--- config.mk ---
export PLATFORM = sky130hd
export DESIGN_NAME = io_function_sequencer_flat
export DESIGN_NICKNAME = d
export VERILOG_FILES = /design/src/rtl/io_function_sequencer_pkg.sv /design/src/rtl/io_function_sequencer_if.sv /design/src/rtl/io_function_guard_timer.sv /design/src/rtl/io_function_sequencer.sv /design/src/flat_wrapper.sv
export SDC_FILE = /design/constraint.sdc
export NUM_CORES = 1
export LEC_CHECK = 0
export BUFFER_PORTS_ARGS = -buffer_cell sky130_fd_sc_hd__buf_2
export CAP_MARGIN = 10
export CORE_ASPECT_RATIO = 0.8
export CORE_MARGIN = 8
export CORE_UTILIZATION = 48
export DETAILED_ROUTE_END_ITERATION = 8
export PLACE_DENSITY = 0.77
export SLEW_MARGIN = 10
export SYNTH_ARGS = -nofsm -noshare
export SYNTH_HDL_FRONTEND = slang
export SYNTH_SLANG_ARGS = --single-unit
--- constraint.sdc ---
create_clock -name clk -period 2.15 [get_ports clk]
set_clock_uncertainty 0.1 [all_clocks]
set_input_delay 0.215 -clock clk [delete_from_list [all_inputs] [get_ports clk]]
set_output_delay 0.215 -clock clk [all_outputs]
set_load 0.05 [all_outputs]
--- src/rtl/io_function_sequencer_pkg.sv ---
// Shared definitions for the IO function sequencer.
// Holds the register word indices, the bit position of each peripheral
// function in the function-enable vector, the CTRL register bit positions
// and the state encoding of the sequencing FSM.
package io_function_sequencer_pkg;

    // Register word indices on the peripheral bus
    localparam logic [1:0] REG_FUNC_REQ    = 2'd0;
    localparam logic [1:0] REG_FUNC_ACTIVE = 2'd1;
    localparam logic [1:0] REG_GUARD       = 2'd2;
    localparam logic [1:0] REG_CTRL        = 2'd3;

    // Function-enable bit positions
    localparam int FN_IRQ    = 0;
    localparam int FN_UART2  = 1;
    localparam int FN_UART3  = 2;
    localparam int FN_SPI0   = 3;
    localparam int FN_PWM0   = 4;
    localparam int PWM_COUNT = 8;

    // CTRL register bit positions
    localparam int CTRL_LOCK        = 0;
    localparam int CTRL_DONE_IRQ_EN = 1;
    localparam int CTRL_BUSY        = 8;
    localparam int CTRL_DONE_FLAG   = 9;

    typedef enum logic [1:0] {
        ST_IDLE    = 2'd0,
        ST_PARK    = 2'd1,
        ST_APPLY   = 2'd2,
        ST_RELEASE = 2'd3
    } seq_state_t;

endpackage

--- src/rtl/io_function_sequencer_if.sv ---
// Register-access bus of the IO function sequencer.
//   bus_en    : single-cycle access strobe
//   bus_we    : 1 = write, 0 = read
//   bus_addr  : register word index 0..3
//   bus_wdata : write data
//   bus_rdata : read data, valid the cycle after a read strobe
// master = bus initiator (CPU side), slave = the sequencer.
interface io_function_sequencer_if;
    logic        bus_en;
    logic        bus_we;
    logic [1:0]  bus_addr;
    logic [31:0] bus_wdata;
    logic [31:0] bus_rdata;

    modport master (
        output bus_en,
        output bus_we,
        output bus_addr,
        output bus_wdata,
        input  bus_rdata
    );

    modport slave (
        input  bus_en,
        input  bus_we,
        input  bus_addr,
        input  bus_wdata,
        output bus_rdata
    );
endinterface

--- src/rtl/io_function_guard_timer.sv ---
// Loadable down-counter used to time the park (guard) phase.
//   clk, rst   : clock, synchronous active-high reset
//   load       : load count with load_value (has priority over dec)
//   load_value : value to load
//   dec        : decrement by one (saturates at zero)
//   expire     : high while the count equals one, i.e. on the last
//                cycle of the guard interval
module io_function_guard_timer #(
    parameter int WIDTH = 8
) (
    input  logic             clk,
    input  logic             rst,
    input  logic             load,
    input  logic [WIDTH-1:0] load_value,
    input  logic             dec,
    output logic             expire
);

    logic [WIDTH-1:0] count_reg;

    always_ff @(posedge clk) begin
        if (rst) begin
            count_reg <= '0;
        end else if (load) begin
            count_reg <= load_value;
        end else if (dec && (count_reg != '0)) begin
            count_reg <= count_reg - 1'b1;
        end
    end

    assign expire = (count_reg == WIDTH'(1));

endmodule

--- src/rtl/io_function_sequencer.sv ---
// IO function sequencer: owns the peripheral-enable inputs of the IO
// multiplexer and applies a new function set break-before-make. Pins whose
// function changes are parked as inputs for a programmable guard time, the
// new enables are applied, then the pins are released.
//   clk, rst  : clock, synchronous active-high reset
//   bus       : register interface (slave modport)
//   irq_en, uart_en[3:2], spi_en, pwm_en[7:0] : peripheral enables
//   park      : per function bit, forces the pin group to input
//   done_irq  : level interrupt, done_flag & done_irq_en
module io_function_sequencer
    import io_function_sequencer_pkg::*;
#(
    parameter int FUNC_COUNT    = 12,
    parameter int GUARD_WIDTH   = 8,
    parameter int GUARD_DEFAULT = 4
) (
    input  logic                  clk,
    input  logic                  rst,
    io_function_sequencer_if.slave bus,
    output logic                  irq_en,
    output logic [3:2]            uart_en,
    output logic                  spi_en,
    output logic [7:0]            pwm_en,
    output logic [FUNC_COUNT-1:0] park,
    output logic                  done_irq
);

    logic [FUNC_COUNT-1:0]  func_req_reg;
    logic [FUNC_COUNT-1:0]  func_active_reg;
    logic [FUNC_COUNT-1:0]  target_reg;
    logic [FUNC_COUNT-1:0]  changed_reg;
    logic [GUARD_WIDTH-1:0] guard_reg;
    logic                   lock_reg;
    logic                   done_irq_en_reg;
    logic                   done_flag_reg;
    logic [31:0]            rdata_reg;
    logic [31:0]            rdata_next;
    seq_state_t             state_reg;
    seq_state_t             state_next;

    logic                   timer_load;
    logic                   timer_dec;
    logic                   timer_expire;
    logic                   seq_start;
    logic                   seq_apply;
    logic                   seq_finish;
    logic [GUARD_WIDTH-1:0] guard_load;
    logic [FUNC_COUNT-1:0]  force_off;
    logic [FUNC_COUNT-1:0]  func_en;

    logic bus_write;
    logic bus_read;
    logic wdata_unused;

    assign bus_write = bus.bus_en & bus.bus_we;
    assign bus_read  = bus.bus_en & ~bus.bus_we;

    // Only some write-data bits have a register behind them.
    assign wdata_unused = ^bus.bus_wdata;

    // A zero guard still parks for one cycle.
    assign guard_load = (guard_reg == '0) ? GUARD_WIDTH'(1) : guard_reg;

    io_function_guard_timer #(
        .WIDTH(GUARD_WIDTH)
    ) u_guard_timer (
        .clk        (clk),
        .rst        (rst),
        .load       (timer_load),
        .load_value (guard_load),
        .dec        (timer_dec),
        .expire     (timer_expire)
    );

    always_ff @(posedge clk) begin
        if (rst) begin
            state_reg <= ST_IDLE;
        end else begin
            state_reg <= state_next;
        end
    end

    always_comb begin
        state_next = state_reg;
        timer_load = 1'b0;
        timer_dec  = 1'b0;
        seq_start  = 1'b0;
        seq_apply  = 1'b0;
        seq_finish = 1'b0;
        case (state_reg)
            ST_IDLE: begin
                if (func_req_reg != func_active_reg) begin
                    seq_start  = 1'b1;
                    timer_load = 1'b1;
                    state_next = ST_PARK;
                end
            end
            ST_PARK: begin
                timer_dec = 1'b1;
                if (timer_expire) begin
                    seq_apply  = 1'b1;
                    state_next = ST_APPLY;
                end
            end
            ST_APPLY: begin
                seq_finish = 1'b1;
                state_next = ST_RELEASE;
            end
            ST_RELEASE: begin
                state_next = ST_IDLE;
            end
            default: begin
                state_next = ST_IDLE;
            end
        endcase
    end

    // Register file, sequence capture and read port
    always_ff @(posedge clk) begin
        if (rst) begin
            func_req_reg    <= '0;
            func_active_reg <= '0;
            target_reg      <= '0;
            changed_reg     <= '0;
            guard_reg       <= GUARD_WIDTH'(GUARD_DEFAULT);
            lock_reg        <= 1'b0;
            done_irq_en_reg <= 1'b0;
            done_flag_reg   <= 1'b0;
            rdata_reg       <= '0;
        end else begin
            if (bus_write && (bus.bus_addr == REG_FUNC_REQ) && !lock_reg) begin
                func_req_reg <= bus.bus_wdata[FUNC_COUNT-1:0];
            end
            if (bus_write && (bus.bus_addr == REG_GUARD)) begin
                guard_reg <= bus.bus_wdata[GUARD_WIDTH-1:0];
            end
            if (bus_write && (bus.bus_addr == REG_CTRL)) begin
                lock_reg        <= lock_reg | bus.bus_wdata[CTRL_LOCK];
                done_irq_en_reg <= bus.bus_wdata[CTRL_DONE_IRQ_EN];
            end
            // Completion wins over a simultaneous write-1-to-clear.
            if (seq_finish) begin
                done_flag_reg <= 1'b1;
            end else if (bus_write && (bus.bus_addr == REG_CTRL) &&
                         bus.bus_wdata[CTRL_DONE_FLAG]) begin
                done_flag_reg <= 1'b0;
            end
            // Target is frozen for the whole sequence; later requests wait.
            if (seq_start) begin
                target_reg  <= func_req_reg;
                changed_reg <= func_req_reg ^ func_active_reg;
            end
            if (seq_apply) begin
                func_active_reg <= target_reg;
            end
            if (bus_read) begin
                rdata_reg <= rdata_next;
            end
        end
    end

    always_comb begin
        rdata_next = '0;
        case (bus.bus_addr)
            REG_FUNC_REQ:    rdata_next[FUNC_COUNT-1:0]  = func_req_reg;
            REG_FUNC_ACTIVE: rdata_next[FUNC_COUNT-1:0]  = func_active_reg;
            REG_GUARD:       rdata_next[GUARD_WIDTH-1:0] = guard_reg;
            default: begin
                rdata_next[CTRL_LOCK]        = lock_reg;
                rdata_next[CTRL_DONE_IRQ_EN] = done_irq_en_reg;
                rdata_next[CTRL_BUSY]        = (state_reg != ST_IDLE);
                rdata_next[CTRL_DONE_FLAG]   = done_flag_reg;
            end
        endcase
    end

    assign bus.bus_rdata = rdata_reg;

    // Outputs decode straight from registered state so reset clears them at
    // the same edge. Unchanged bits are never masked, so they cannot glitch.
    assign force_off = (state_reg == ST_PARK) ? changed_reg : '0;
    assign func_en   = func_active_reg & ~force_off;
    assign park      = ((state_reg == ST_PARK) || (state_reg == ST_APPLY)) ? changed_reg : '0;
    assign done_irq  = done_flag_reg & done_irq_en_reg;

    assign irq_en  = func_en[FN_IRQ];
    assign uart_en = func_en[FN_UART3:FN_UART2];
    assign spi_en  = func_en[FN_SPI0];

    genvar gi;
    generate
        for (gi = 0; gi < PWM_COUNT; gi++) begin : g_pwm
            assign pwm_en[gi] = func_en[FN_PWM0 + gi];
        end
    endgenerate

endmodule

--- src/flat_wrapper.sv ---
// flat-port wrapper written by rule: the top's interface ports become plain ports
module io_function_sequencer_flat import io_function_sequencer_pkg::*;
#(
    parameter int FUNC_COUNT    = 12,
    parameter int GUARD_WIDTH   = 8,
    parameter int GUARD_DEFAULT = 4
)
  (clk, rst, irq_en, uart_en, spi_en, pwm_en, park, done_irq, bus_bus_en, bus_bus_we, bus_bus_addr, bus_bus_wdata, bus_bus_rdata);
  io_function_sequencer_if bus_i ();
  input  logic clk;
  input  logic rst;
  output logic irq_en;
  output logic [3:2] uart_en;
  output logic spi_en;
  output logic [7:0] pwm_en;
  output logic [FUNC_COUNT-1:0] park;
  output logic done_irq;
  input wire logic [$bits(bus_i.bus_en)-1:0] bus_bus_en;
  input wire logic [$bits(bus_i.bus_we)-1:0] bus_bus_we;
  input wire logic [$bits(bus_i.bus_addr)-1:0] bus_bus_addr;
  input wire logic [$bits(bus_i.bus_wdata)-1:0] bus_bus_wdata;
  output wire logic [$bits(bus_i.bus_rdata)-1:0] bus_bus_rdata;
  assign bus_i.bus_en = bus_bus_en;
  assign bus_i.bus_we = bus_bus_we;
  assign bus_i.bus_addr = bus_bus_addr;
  assign bus_i.bus_wdata = bus_bus_wdata;
  assign bus_bus_rdata = bus_i.bus_rdata;
  io_function_sequencer #(.FUNC_COUNT(FUNC_COUNT), .GUARD_WIDTH(GUARD_WIDTH), .GUARD_DEFAULT(GUARD_DEFAULT)) u_core (.clk(clk), .rst(rst), .bus(bus_i), .irq_en(irq_en), .uart_en(uart_en), .spi_en(spi_en), .pwm_en(pwm_en), .park(park), .done_irq(done_irq));
endmodule
Word level (Yosys, flattened, before mapping)
Cells that the tools add are included.
{ "op_classes": {"muxes": 20, "eq_ne": 10, "reduce_logical": 16, "n_addsub": 1, "n_bitwise": 8} }
{ "op_table": {"columns": ["cell", "n"], "rows": [
  ["2-to-1 mux 12 bit", 2],
  ["2-to-1 mux 8 bit", 3],
  ["case mux 6 bit (3 select lines)", 1],
  ["AND 12 bit", 1],
  ["!= test 12 bit", 1],
  ["inverter 12 bit", 1],
  ["case mux 2 bit (3 select lines)", 2],
  ["XOR 12 bit", 1],
  ["== test 2 bit, second input constant", 4],
  ["== test 8 x 1 -> 1 bit, second input constant", 1],
  ["logical NOT 8 bit", 1],
  ["2-to-1 mux 1 bit", 8],
  ["case mux 2 bit (4 select lines)", 1],
  ["nonzero test 8 bit", 1],
  ["subtractor 8 x 1 -> 8 bit, second input constant", 1],
  ["logical AND 1 bit", 6],
  ["nonzero test 2 bit", 3],
  ["== test 2 x 1 -> 1 bit, second input constant", 2],
  ["logical NOT 2 bit", 2],
  ["2-to-1 mux 2 bit", 2],
  ["!= test 2 x 1 -> 1 bit, second input constant", 2],
  ["case mux 2 bit (2 select lines)", 1],
  ["AND 1 bit", 3],
  ["AND reduction 2 bit", 1],
  ["4 further kinds", 4]
]} }
{ "totals": {"input_bits": 38, "word_cells": 66, "output_inout_bits": 57, "regBits": 81} }

Logic depth before layout (Yosys ltp)
{ "logic_depth": {"depth_word": 5, "ltp_mapped": 7, "ltp_nobuf": 6} }

Modules after synthesis
A second synthesis with hierarchy kept.
{ "unflattened": {"hier_cells": 468, "area_unflattened_um2": 3986.3} }
{ "by_module_without_submodules": {"columns": ["module", "area_per_inst_um2", "cells_each", "seq_area_each_um2", "n_inst"], "rows": [
  ["io_function_sequencer", 3462.1, 409, 1461.4, 1],
  ["io_function_guard_timer", 524.3, 59, 160.2, 1]
]} }

Worst setup path after synthesis
No wires, ideal clock.
{ "synth_timing": {"path_type": "register to output", "startpoint": "register u_core.state_reg[1]", "endpoint": "output pwm_en[0]", "stages_incl_launch_ff": 6, "setup_slack_ns": -0.198, "n_path_buf": 2, "required_ns": 1.835, "arrival_time_ns": 2.033, "path_cell_list": "dfxtp_1 inv_1 ha_1 buf_4 clkbuf_1 a21boi_0"} }
{ "synth_via": {"elab_chain_len": 4} }
{ "synth_lines": {"columns": ["item", "line_no", "rtl"], "rows": [
  ["from (decl)", "io_function_sequencer.sv:38", "seq_state_t state_reg;"],
  ["from (signal assigned)", "io_function_sequencer.sv:79", "state_reg <= state_next;"],
  ["== test 2 x 1 -> 1 bit", "io_function_sequencer.sv:181", "assign force_off = (state_reg == ST_PARK) ? changed_reg : '0;"],
  ["2-to-1 mux 12 bit", "io_function_sequencer.sv:181", null],
  ["inverter 12 bit", "io_function_sequencer.sv:182", "assign func_en = func_active_reg & ~force_off;"],
  ["AND 12 bit", "io_function_sequencer.sv:182", null],
  ["to (decl)", "flat_wrapper.sv:15", "output logic [7:0] pwm_en;"]
]} }
No other way between the ends.

Worst setup path in the final report
{ "layout_timing": {"startpoint": "register u_core.func_req_reg[3]", "endpoint": "register u_core.target_reg[11]"} }
{ "layout_via": {"elab_chain_len": 3} }
{ "layout_lines": {"columns": ["item", "line_no", "rtl"], "rows": [
  ["from (decl)", "io_function_sequencer.sv:28", "logic [FUNC_COUNT-1:0] func_req_reg;"],
  ["from (signal assigned)", "io_function_sequencer.sv:132", "func_req_reg <= bus.bus_wdata[FUNC_COUNT-1:0];"],
  ["!= test 12 bit", "io_function_sequencer.sv:92", "if (func_req_reg != func_active_reg) begin"],
  ["2-to-1 mux 1 bit", "io_function_sequencer.sv:92", null],
  ["2-to-1 mux 1 bit", "io_function_sequencer.sv:90", "case (state_reg)"],
  ["to (signal assigned)", "io_function_sequencer.sv:150", "target_reg <= func_req_reg;"],
  ["to (decl)", "io_function_sequencer.sv:30", "logic [FUNC_COUNT-1:0] target_reg;"]
]} }
No other way between the ends.
A chain may end at the register's enable or synchronous reset.

==> impl_metrics.toml <==
[timing]
finalCritPeriodShare = 1.01
drv_slew = 0
slew_headroom = 0.622
rsz0062_at_grt = "yes"
min_period_ns = 2.17
setup_tns_ns = -0.0165
finalHoldViolCount = 0
finalSetupViolCount = 1
clock.fmax_ghz = 0.462
setup_slack_ns = -0.0165
worst_pin_slew_ns = 0.565

[global_routing]
grt_pass1_wl_mm = 17.3
grt_usage = 0.183
grt_antenna_before_repair = 0
grt_pass1_vias = 3477
globalRouteOverflowTotal = 0
grt_max_degree = 37

[clock_tree]
cts.path.max_buffers = 2
cts_inserted_buffers = 9
cts_root_buf = "clkbuf_8"
cts.sinks = 81
clk_latency_ns = 0.35
clkSlewWorstSetupHoldPaths_ns = 0.08
ctsHtreeMaxLevel = 3
cts_tree = "built"

[routing]
drc = 0
wl_per_cell_um = 16.4
vias = 3446
drtPass1Iterations = 4
drt_iter0_markers = 182
avgViaCountPerCell = 5.34
wl_mm = 10.6
ant_nets = 0

[synth]
yosysSeqAreaShare = 0.407
yosys.area.top_type = "dfxtp_1"
synthCells = 447
synthTopCellsByArea = "dfxtp_1 (41%), mux2i_1 (14%), nor2_1 (6.8%), buf_4 (4.1%), a21oi_1 (3.8%)"
yosysWarnings = 0
synth_xor_area_frac = 0.0308
synth_cell_types = 45
synth_compound_area_frac = 0.134
synthAdderAreaFrac = 0.0188
yosys.area.top_type_share = 0.407
async_flop_share = 0
yosysMostFrequentCell = "dfxtp_1"
yosys.area_share.simple = 0.185
ys_seq_elements = 81
synth_edf_count = 0
synthFlopType = "dfxtp_1"
synth_common_cells = "dfxtp_1 (81), nor2_1 (72), mux2i_1 (54), nand2_1 (31), a21oi_1 (30)"
syn_avg_cell_area_um2 = 8.91
yosys-mux-area-fraction = 0.147
synthesis.area_um2 = 3980
synth_top_family_by_area = "simple AND/OR/NAND/NOR gates"

[power_and_ir_drop]
switching_power_w = 0.00155
combPwrFrac = 0.329
irDropWorstVdd_mv = 0.558
p_leak_nw = 2.26
seqPwrFrac = 0.385
powerDensity_nw_per_um2 = 917
swShare = 0.347
clkPwrFrac = 0.285
p_int_w = 0.00292

[finish]
drive_above_1_share = 0.259
n_antenna_cell = 0
finalNetCount = 576
fin_cells = 645
area_delta_synth_final_pct = 22.2

[critical_path]
startpoint_type = "register"
worstPathArrival_ns = 2.30
endpoint_kind = "register"
crit_type = "register to register"
cp_data_required_time_ns = 2.28
crit_fanout = 7

[die]
ios = 95
fp.dieW_um = 118
core-area_um2 = 7980
rows = 29
die_h_um = 97.5
initial_core_util = 0.499
dieArea_um2 = 11500

[min_path]
hold_path.class = "input port to register"

[run_status]
violations = "setup timing"
outcome = "finished with violations"

[place]
placed_cells = 625
port_buffers = 54
hpwl_mm = 7.91
place_congestion = 0.843

[job]
cap_violations = 0
==> metal layers <==
layer	global-route usage	share of wire	vias to the layer above	routed length, um
li1	-	-	1679	-
met1	0.222	0.44	1647	4660
met2	0.311	0.49	108	5160
met3	0.0494	0.057	12	601
met4	0.0530	0.013	0	135
met5	0	0	-	0
==> stage by stage <==
step,total power (W),cell area [um^2],hold WS [ns],util,worst slack (ns)
after detailed placement,0.00312,4530,0.355,0.568,-0.0525
after global routing,0.00470,4870,0.00876,0.610,-0.0873
after global placement,0.00306,4530,0.342,0.568,-0.00258
after CTS,0.00441,4800,0.00270,0.602,-0.0000524
after floorplan,0.00278,4060,0.239,-,-0.198
final,0.00447,4870,0.0114,0.610,-0.0165
==> power by group through the flow <==
stage / clock, W / combinational [W] / sequential, W
3_5_place_dp: 0 / 0.00137 / 0.00174
5_1_grt: 0.00136 / 0.00160 / 0.00174
4_1_cts: 0.00130 / 0.00140 / 0.00171
6_report: 0.00127 / 0.00147 / 0.00172
3_3_place_gp: 0 / 0.00132 / 0.00174
2_1_floorplan: 0 / 0.00102 / 0.00175
==> layout by cell type (no fill, tap or decap), types with 2 or more instances in the layout <==
cell type  instances
dfxtp_1           79
nor2_1            72
mux2i_1           54
buf_2             51
buf_4             46
nand2_1           31
a21oi_1           29
conb_1            20
nor3_1            14
and2_1            13
a21boi_0          11
clkbuf_8          11
nand3_1           10
a211oi_1           8
a211oi_2           7
inv_1              6
xnor2_1            6
xor2_1             5
ha_1               5
nand4_1            3
nor4_1             3
nand2b_1           3
nor2b_1            3
o21ai_0            3
xnor2_2            2
mux4_2             2
o41ai_1            2
a22oi_1            2
a2bb2oi_1          2
bufinv_16          2
buf_6              2
dfxtp_2            2
==> final cells by class <==
cell class	count	area, um^2
flip-flops and latches	81	1620
clock inverters	4	73.8
multi-input cells	331	2190
well taps	108	135
fillers	718	3110
inverters	7	26.3
repair buffers	102	661
clock buffers	12	155
==> repair_timing <==
item,CTS,global route
resized for setup,6,15
endpoints found under the hold margin,1,0
setup endpoints to repair,20,19
hold buffers,1,0
buffers inserted,1,2
cloned,0,0
pin swaps,0,5
==> critical path: stages, from the launching register on <==
cell     delay, ns
dfxtp_2       0.34
xor2_2        0.18
or4_4         0.58
o41ai_4       0.32
buf_6         0.22
mux2i_1       0.24
nor2_1        0.07
==> worst paths after layout <==
kind / start / to / slack, ns / depth (start not counted)
setup / recovery: u_core.func_req_reg[3] / u_core.target_reg[11] / -0.02 / 6
hold / removal: bus_bus_wdata[10] / u_core.func_req_reg[10] / 0.01 / 3
setup reg to reg: u_core.func_req_reg[3] / u_core.target_reg[11] / -0.02 / 6
hold reg to reg: u_core.bus.bus_rdata[1] / u_core.bus.bus_rdata[1] / 0.37 / 2
==> cells by family after synthesis <==
| logic type | count (synthesis) |
|---|---|
| flip-flops | 81 |
| buffers and inverters | 54 |
| AO/OA/AOI/OAI | 73 |
| multiplexers | 56 |
| AND/OR/NAND/NOR | 162 |
| adder cells (fa/ha/maj) | 6 |
| XOR/XNOR | 14 |
| other | 1 |
No activity file was read; power rests on OpenSTA's default activity.
